--- config.mk ---
export PLATFORM = sky130hd
export DESIGN_NAME = wptr_full_ctrl
export DESIGN_NICKNAME = d
export VERILOG_FILES = /design/src/rtl/wptr_full_ctrl.sv
export SDC_FILE = /design/constraint.sdc
export NUM_CORES = 1
export LEC_CHECK = 0
export CAP_MARGIN = 20
export CORE_MARGIN = 2
export CORE_UTILIZATION = 40
export CTS_BUF_LIST = sky130_fd_sc_hd__clkbuf_4 sky130_fd_sc_hd__clkbuf_8
export DETAILED_ROUTE_END_ITERATION = 8
export DONT_BUFFER_PORTS = 1
export PLACE_DENSITY_LB_ADDON = 0.25
export SYNTH_ARGS = -nofsm -noshare
export SYNTH_HDL_FRONTEND = slang
export SYNTH_SLANG_ARGS = --single-unit
--- constraint.sdc ---
create_clock -name wclk -period 2.2 [get_ports wclk]
set_input_delay 0.33 -clock wclk [delete_from_list [all_inputs] [get_ports wclk]]
set_output_delay 0.33 -clock wclk [all_outputs]
set_load 0.1 [all_outputs]
--- src/rtl/wptr_full_ctrl.sv ---
// Write-domain pointer/status stage of an async FIFO: binary/gray write pointer, full, almost-full, fill level, overflow.
// Build option: define WPTR_OVF_STICKY_EN for a sticky woverflow; otherwise woverflow pulses once per dropped write.
module wptr_full_ctrl #(
  parameter int ADDRSIZE  = 4,
  parameter int AF_MARGIN = 2
) (
  input  logic                wclk,
  input  logic                wrst_n,
  input  logic                winc,
  input  logic [ADDRSIZE:0]   wq2_rptr,
  output logic                wen,
  output logic [ADDRSIZE-1:0] waddr,
  output logic [ADDRSIZE:0]   wptr,
  output logic                wfull,
  output logic                walmost_full,
  output logic [ADDRSIZE:0]   wcount,
  output logic                woverflow
);

  localparam int              DEPTH  = 1 << ADDRSIZE;
  localparam logic [ADDRSIZE:0] AF_THR = (ADDRSIZE+1)'(DEPTH - AF_MARGIN);

  logic [ADDRSIZE:0] wbin_q, wbin_d;
  logic [ADDRSIZE:0] wptr_q, wptr_d;
  logic [ADDRSIZE:0] wcount_q, wcount_d;
  logic              wfull_q, wfull_d;
  logic              waf_q, waf_d;
  logic              wovf_q, wovf_d;
  logic [ADDRSIZE:0] rbin;
  logic              accept;

  // Each binary bit is the XOR of all gray bits at or above it; no chained dependency.
  always_comb begin
    rbin = '0;
    for (int i = 0; i <= ADDRSIZE; i++)
      rbin[i] = ^(wq2_rptr >> i);
  end

  assign accept = winc & ~wfull_q;

  always_comb begin
    wbin_d   = wbin_q + {{ADDRSIZE{1'b0}}, accept};
    wptr_d   = (wbin_d >> 1) ^ wbin_d;
    wcount_d = wbin_d - rbin;
    waf_d    = (wcount_d >= AF_THR);
    // Full when the write pointer is exactly one lap ahead: top two gray bits inverted.
    wfull_d  = (wptr_d == {~wq2_rptr[ADDRSIZE:ADDRSIZE-1], wq2_rptr[ADDRSIZE-2:0]});
`ifdef WPTR_OVF_STICKY_EN
    wovf_d   = wovf_q | (winc & wfull_q);
`else
    wovf_d   = winc & wfull_q;
`endif
  end

  always_ff @(posedge wclk or negedge wrst_n) begin
    if (!wrst_n) begin
      wbin_q   <= '0;
      wptr_q   <= '0;
      wcount_q <= '0;
      wfull_q  <= 1'b0;
      waf_q    <= 1'b0;
      wovf_q   <= 1'b0;
    end else begin
      wbin_q   <= wbin_d;
      wptr_q   <= wptr_d;
      wcount_q <= wcount_d;
      wfull_q  <= wfull_d;
      waf_q    <= waf_d;
      wovf_q   <= wovf_d;
    end
  end

  assign wen          = accept;
  assign waddr        = wbin_q[ADDRSIZE-1:0];
  assign wptr         = wptr_q;
  assign wfull        = wfull_q;
  assign walmost_full = waf_q;
  assign wcount       = wcount_q;
  assign woverflow    = wovf_q;

endmodule

; ---- Yosys cells after proc, flatten, opt, wreduce, memory -nomap -nowiden
; Cells that the tools add are included.
[totals]
reg_bits = 18
in_bits = 8
output_inout_bits = 18
word_cells = 20
[op_classes]
addsub = 2
magnitude_cmp = 1
eq_ne = 1
bitwise_logic = 5
reduce_logical = 5
[ops]
columns = op, n
row1 = 5-bit parity, 5
row2 = 5-bit by 1-bit adder with 5-bit output, 1
row3 = 5-bit equality test, 1
row4 = "5-bit by 4-bit greater-or-equal comparator with 1-bit output, second input constant", 1
row5 = 5-bit subtractor, 1
row6 = 4-bit by 5-bit XOR with 5-bit output, 1
row7 = 1-bit bitwise AND, 2
row8 = 2-bit inverter, 1
row9 = 1-bit inverter, 1

; ---- Logic depth before layout (Yosys ltp)
; Gate-level depths: netlist of the first run.
[depth]
word_depth = 5
depth_mapped = 10
depth_no_buf = 10

; ---- Worst setup path before layout of the first run
; Ideal clock, no wire load.
[synth_path]
kind = register -> register
startpoint = reg wfull_q (netlist: wfull)
endpoint = reg waf_q (netlist: walmost_full)
setup_ns = 0.126
arrival_ns = 4.210
required_ns = 2.074
path_slack_ns = -2.136
path_stages_with_launch = 10
path_buffers = 0
synth_period_minus_slack_ns = 4.336
cell_sequence = dfrtp_1 -> nor2b_1 -> ha_1 -> ha_1 -> xor2_1 -> ha_1 -> a21oi_1 -> o21ai_0 -> xnor2_1 -> a311o_1
[synth_between]
elab_chain_cells = 5
[synth_lines]
columns = element, line
row1 = from (decl), 26  ; logic wfull_q, wfull_d;
row2 = from (signal assigned), 67  ; wfull_q <= wfull_d;
row3 = 1-bit inverter, 39  ; assign accept = winc & ~wfull_q;
row4 = 1-bit bitwise AND, 39
row5 = named net wen, 11  ; output logic wen,
row6 = 5-bit by 1-bit adder with 5-bit output, 42  ; wbin_d = wbin_q + {{ADDRSIZE{1'b0}}, accept};
row7 = named net wbin_d[2], 23  ; logic [ADDRSIZE:0] wbin_q, wbin_d;
row8 = 5-bit subtractor, 44  ; wcount_d = wbin_d - rbin;
row9 = named net wcount_d[3], 25  ; logic [ADDRSIZE:0] wcount_q, wcount_d;
row10 = 5-bit by 4-bit greater-or-equal comparator with 1-bit output, 45  ; waf_d = (wcount_d >= AF_THR);
row11 = named net waf_d, 27  ; logic waf_q, waf_d;
row12 = to (signal assigned), 68  ; waf_q <= waf_d;
row13 = to (decl), 27
; The timed path passes the listed nets, and every way through them passes these cells.

; ---- Final worst setup path of the first run
[layout_path]
startpoint = reg wfull_q (netlist: wfull)
endpoint = reg waf_q (netlist: walmost_full)
[layout_between]
elab_chain_cells = 5
[layout_lines]
columns = element, line
row1 = 1-bit inverter, 39
row2 = 1-bit bitwise AND, 39
row3 = 5-bit by 1-bit adder with 5-bit output, 42
row4 = named net wbin_d[2], 23
row5 = 5-bit subtractor, 44
row6 = 5-bit by 4-bit greater-or-equal comparator with 1-bit output, 45
row7 = named net waf_d, 27
; The timed path passes the listed nets, and every way through them passes these cells.

==> results of run 1 <==
-- per-stage QoR --
| step | setup slack (ns) | utilization, % | std cells | area [um2] |
|---|---|---|---|---|
| 2_1_floorplan | -0.652 | - | 74 | 1020 |
| 3_3_place_gp | -0.193 | 56.7 | 129 | 1250 |
| 3_5_place_dp | -0.220 | 56.7 | 129 | 1250 |
| 4_1_cts | 0.0125 | 58.8 | 135 | 1300 |
| 5_1_grt | -0.0742 | 60.0 | 138 | 1330 |
| 6_report | 0.00846 | 60.0 | 138 | 1330 |
-- synth_stat cells, types with 2 or more instances --
master	n	area share (%)
dfrtp_1	17	46
xnor2_1	9	8.5
inv_1	7	2.8
xor2_1	7	6.6
ha_1	5	6.7
nand3_1	3	1.6
nand2_1	2	0.81
nor2b_1	2	1.3
or2_1	2	1.3
or3_1	2	1.3
xor2_2	2	3.5
-- worst paths after layout --
path                           start      endpoint  slack [ns]  cells after the start
setup / recovery               wfull  walmost_full       0.008                      9
hold / removal                  winc     woverflow        0.17                      1
setup reg to reg               wfull  walmost_full       0.008                      9
hold reg to reg            wbin_q[0]     wbin_q[0]        0.70                      2
max in group asynchronous     wrst_n         wfull        1.10                      1
min in group asynchronous     wrst_n     wbin_q[4]        0.55                      1
-- what timing repair did --
item / CTS / global route
pin swaps: 0 / 2
hold buffers: 1 / 0
endpoints found under the hold margin: 17 / 0
setup buffers: 1 / 3
resized for setup: 0 / 1
setup endpoints to repair: 1 / 2
-- area by class of cell --
class | instances | area (um2)
Timing Repair Buffer | 33 | 250
Clock buffer | 4 | 30.0
Multi-Input combinational cell | 49 | 554
Fill cell | 191 | 885
Sequential cell | 17 | 429
Tap cell | 28 | 35.0
Inverter | 7 | 28.8
-- cells by family after synthesis --
family          share of synthesized area [%]
compound gates                           7.14
buf+inv                                  4.04
flops                                    45.8
xor+xnor                                 25.3
simple gates                             8.76
fa+ha+maj                                8.89
-- state kept, by name, indices dropped and copies added, names as in the netlist --
name	cells
walmost_full	1
wbin_q	5
wcount	5
wfull	1
woverflow	1
wptr	4
-- routing by layer --
layer  GRT usage, %  wire length (um)  part of all wire, %  vias to the layer above
li1               -                 -                    -                      314
met5              0                 0                    0                        -
met4           10.3                42                  2.4                        0
met3           3.14                87                  4.9                        4
met1           16.5               757                   42                      310
met2           21.9               898                   50                       16
==> flow_metrics.env, run 1 <==
export IMPL_period_share_pct=99.6
export IMPL_fmax_mhz=456
export IMPL_synth_seq_cells=17
export IMPL_dieArea_um2=2720
export IMPL_die_height_um=52.2
export IMPL_setup_viol=0
export IMPL_slew_headroom_pct=49.2
export IMPL_h_tree_depth=1
export IMPL_critical_path_max_stage_delay_ns=0.50
export IMPL_drc=0
export IMPL_worstSetupPathType="reg2reg"
export IMPL_status="finished clean"
export IMPL_coreArea_um2=2210
export IMPL_final_max_slew_viol_count=0
export IMPL_cp_num_buf_inv=0
export IMPL_synth_nets=88
export IMPL_layout_nets=125
export IMPL_area_growth_pct=43.0
export IMPL_cap_violations=0
export IMPL_cts_buffers_inserted=3
export IMPL_io_pins=26
export IMPL_ys_seq_area_share_pct=45.8
export IMPL_cp_top_family="adder cells"
export IMPL_worstPathCellList="nor2b_4, ha_4, ha_4, xor2_4, ha_4, nor2b_4, o21ai_2, a311oi_1, a311o_1"
export IMPL_synth_main_ff_cell="dfrtp_1"
export IMPL_cts_num_sinks=17
export IMPL_crit_required_ns=2.38
export IMPL_initial_core_util_pct=42.0
export IMPL_die_width_um=52.2
export IMPL_row_count=17
export IMPL_min_period_ns=2.19
export IMPL_fin_skew_ns=0.00296
export IMPL_dr_pass1_iters=4
export IMPL_hpwl_um=1420
export IMPL_grt_ovfl_total=0
export IMPL_via_count=644
export IMPL_tns_ns=0
export IMPL_async_reset_ff_share_pct=100
export IMPL_antenna_found_initial=0
export IMPL_crit_fanout=4
export IMPL_cp_common_cell="ha_4"
export IMPL_clkTransAtPathRegs_ns=0.09
export IMPL_syn_area_um2=928
export IMPL_ant_nets=0
export IMPL_grt_pass1_vias=618
export IMPL_most_common_layout_cells="32 x buf_4, 16 x dfrtp_1, 9 x xnor2_1"
export IMPL_final_common_cell="buf_4"
export IMPL_ys_types=27
export IMPL_wire_per_inst_um=12.9
export IMPL_place_gp_congestion=0.722
export IMPL_hold_class="in2reg"
export IMPL_grt_max_degree=18
export IMPL_synth_cells=74
export IMPL_layout_drive_gt1_share_pct=49.1
export IMPL_wirelength_um=1790
export IMPL_startpoint_type="flop"
export IMPL_arrival_ns=2.37
export IMPL_slowest_stage="dfrtp_4"
export IMPL_rsz0062_at_grt="true"
export IMPL_grt_pass1_wl_um=2600
export IMPL_cts_tree="built"
export IMPL_drtIter0Drc=3
export IMPL_portBuffers=0
export IMPL_endpoint_kind="flop"
export IMPL_worst_slew_pin_slew_ns=0.759
export IMPL_max_clock_path_buffers=2
export IMPL_hold_violations=0
export IMPL_hold_ws_ns=0.167
export IMPL_antenna_cells=0
export IMPL_via_per_inst=4.67
export IMPL_avgSynthCellArea_um2=12.5
export IMPL_ys_warn_count=0
export IMPL_clock_latency_ns=0.29
export IMPL_cts_root_buf="clkbuf_4"
export IMPL_grt_total_usage_pct=13.9
export IMPL_synth_edff_count=0
Power of run 1 is not shown: default switching activity piles up to over one toggle a cycle in this logic, so the estimate is an artifact.
==> inputs of run 2 (changes only) <==
- CAP_MARGIN: 20 -> 10
- CORE_UTILIZATION: 40 -> 50
==> flow_metrics.env, run 2 (synthesis results as in run 1) <==
export IMPL_status="finished with violations"
export IMPL_violations="negative setup slack"
export IMPL_antenna_cells=0
export IMPL_startpoint_type="flop"
export IMPL_io_pins=26
export IMPL_layout_drive_gt1_share_pct=48.1
export IMPL_worstPathCellList="nor2b_4, ha_4, ha_4, xor2_4, ha_4, nor2b_4, o21ai_2, a311oi_2, a311o_1"
export IMPL_final_common_cell="buf_4"
export IMPL_crit_required_ns=2.37
export IMPL_endpoint_kind="flop"
export IMPL_fmax_mhz=440
export IMPL_placed_cells=125
export IMPL_n_fill_cell=107
export IMPL_drtIter0Drc=8
export IMPL_portBuffers=0
export IMPL_slowest_stage="dfrtp_4"
export IMPL_hpwl_um=1360
export IMPL_via_per_inst=4.89
export IMPL_regArea_um2=429
export IMPL_drc=0
export IMPL_place_area_um2=1240
export IMPL_cts_tree="built"
export IMPL_grt_pass1_vias=696
export IMPL_h_tree_depth=1
export IMPL_multi_input_area_um2=563
export IMPL_max_clock_path_buffers=2
export IMPL_worst_slew_pin_slew_ns=0.766
export IMPL_dieArea_um2=2220
export IMPL_clock_latency_ns=0.29
export IMPL_grt_ovfl_total=0
export IMPL_cts_buffers_inserted=3
export IMPL_cp_common_cell="ha_4"
export IMPL_via_count=650
export IMPL_die_width_um=47.1
export IMPL_wirelength_um=1850
export IMPL_hold_violations=0
export IMPL_critical_path_max_stage_delay_ns=0.50
export IMPL_reg2reg_to="walmost_full"
export IMPL_rrSetupSlack_ns=-0.07
export IMPL_final_max_slew_viol_count=0
export IMPL_period_share_pct=103
export IMPL_hold_start="winc"
export IMPL_wire_per_inst_um=13.9
export IMPL_most_common_layout_cells="30 x buf_4, 16 x dfrtp_1, 9 x xnor2_1"
export IMPL_stdcell_area_um2=1320
export IMPL_whs_endpoint="woverflow"
export IMPL_instances_no_fill=133
export IMPL_timing_rr_start="wfull"
export IMPL_worstSetupPathType="reg2reg"
export IMPL_area_growth_pct=41.9
export IMPL_ant_nets=0
export IMPL_setup_viol=1
export IMPL_layout_nets=123
export IMPL_setup_ws_ns=-0.0726
export IMPL_fin_skew_ns=0.00524
export IMPL_hold_class="in2reg"
export IMPL_slew_headroom_pct=48.8
export IMPL_die_height_um=47.1
export IMPL_grt_total_usage_pct=19.7
export IMPL_grt_pass1_wl_um=2950
export IMPL_dr_pass1_iters=4
export IMPL_min_period_ns=2.27
export IMPL_arrival_ns=2.44
export IMPL_row_count=15
export IMPL_crit_fanout=4
export IMPL_grt_max_degree=18
export IMPL_antenna_found_initial=0
export IMPL_cap_violations=0
export IMPL_rsz0062_at_grt="true"
export IMPL_coreArea_um2=1750
export IMPL_clkTransAtPathRegs_ns=0.09
export IMPL_hold_depth=1
export IMPL_cts_num_sinks=17
export IMPL_cts_root_buf="clkbuf_4"
export IMPL_r2r_cells=9
export IMPL_postLayoutCoreUtil_pct=75.5
export IMPL_place_gp_congestion=0.801
export IMPL_initial_core_util_pct=53.2
==> run 2: changes by cell type in the layout (fill, tap and decap cells not counted), sizes merged <==
cell / delta
buf: -2
==> run 2: per-stage QoR <==
| step | hold WS [ns] | setup slack [ns] | TNS, ns |
|---|---|---|---|
| floorplan | 0.0344 | -0.652 | -2.50 |
| global placement | 0.0348 | -0.174 | -0.316 |
| detailed placement | 0.0348 | -0.257 | -0.463 |
| CTS | 0.164 | -0.0425 | -0.0425 |
| global route | 0.158 | -0.147 | -0.222 |
| finish | 0.161 | -0.0726 | -0.0726 |
==> run 2: worst max-delay path, delay by kind of cell, from the launching register on <==
kind	cells	cell delay [ns]
AO/OA/AOI/OAI	3	0.63
XOR/XNOR	1	0.18
adder cells (fa/ha/maj)	3	0.57
flip-flops	1	0.50
AND/OR/NAND/NOR	2	0.28
==> run 2: cell type report <==
| type | instances | share of cell area, % |
|---|---|---|
| Inverter | 7 | 2.18 |
| Timing Repair Buffer | 31 | 17.9 |
| Multi-Input combinational cell | 49 | 42.7 |
| Tap cell | 25 | 2.37 |
| Sequential cell | 17 | 32.6 |
| Clock buffer | 4 | 2.28 |
==> run 2: worst max-delay path by stage <==
stage / start / endpoint / slack [ns] / depth (start not counted)
3_3_place_gp: wq2_rptr[4] / walmost_full / -0.17 / 10
4_1_cts: wfull / walmost_full / -0.04 / 9
5_1_grt: wfull / walmost_full / -0.15 / 9
3_5_place_dp: wq2_rptr[4] / walmost_full / -0.26 / 10
2_1_floorplan: wfull / walmost_full / -0.65 / 9
6_report: wfull / walmost_full / -0.07 / 9
==> run 2: repair_timing <==
item | 4_1_cts | 5_1_grt
setup endpoints to repair | 1 | 3
endpoints found under the hold margin | 17 | 0
pin swaps | 0 | 1
resized for setup | 0 | 2
setup buffers | 1 | 2
hold buffers | 1 | 0
==> run 2: metal layers <==
| layer | vias to the layer above | GRT usage, % | wire length, um |
|---|---|---|---|
| met5 | - | 0 | 0 |
| met4 | 0 | 8.89 | 34 |
| met3 | 5 | 3.85 | 82 |
| met2 | 17 | 33.2 | 901 |
| met1 | 315 | 24.4 | 833 |
| li1 | 313 | - | - |
Power of run 2 is left out for the same reason.
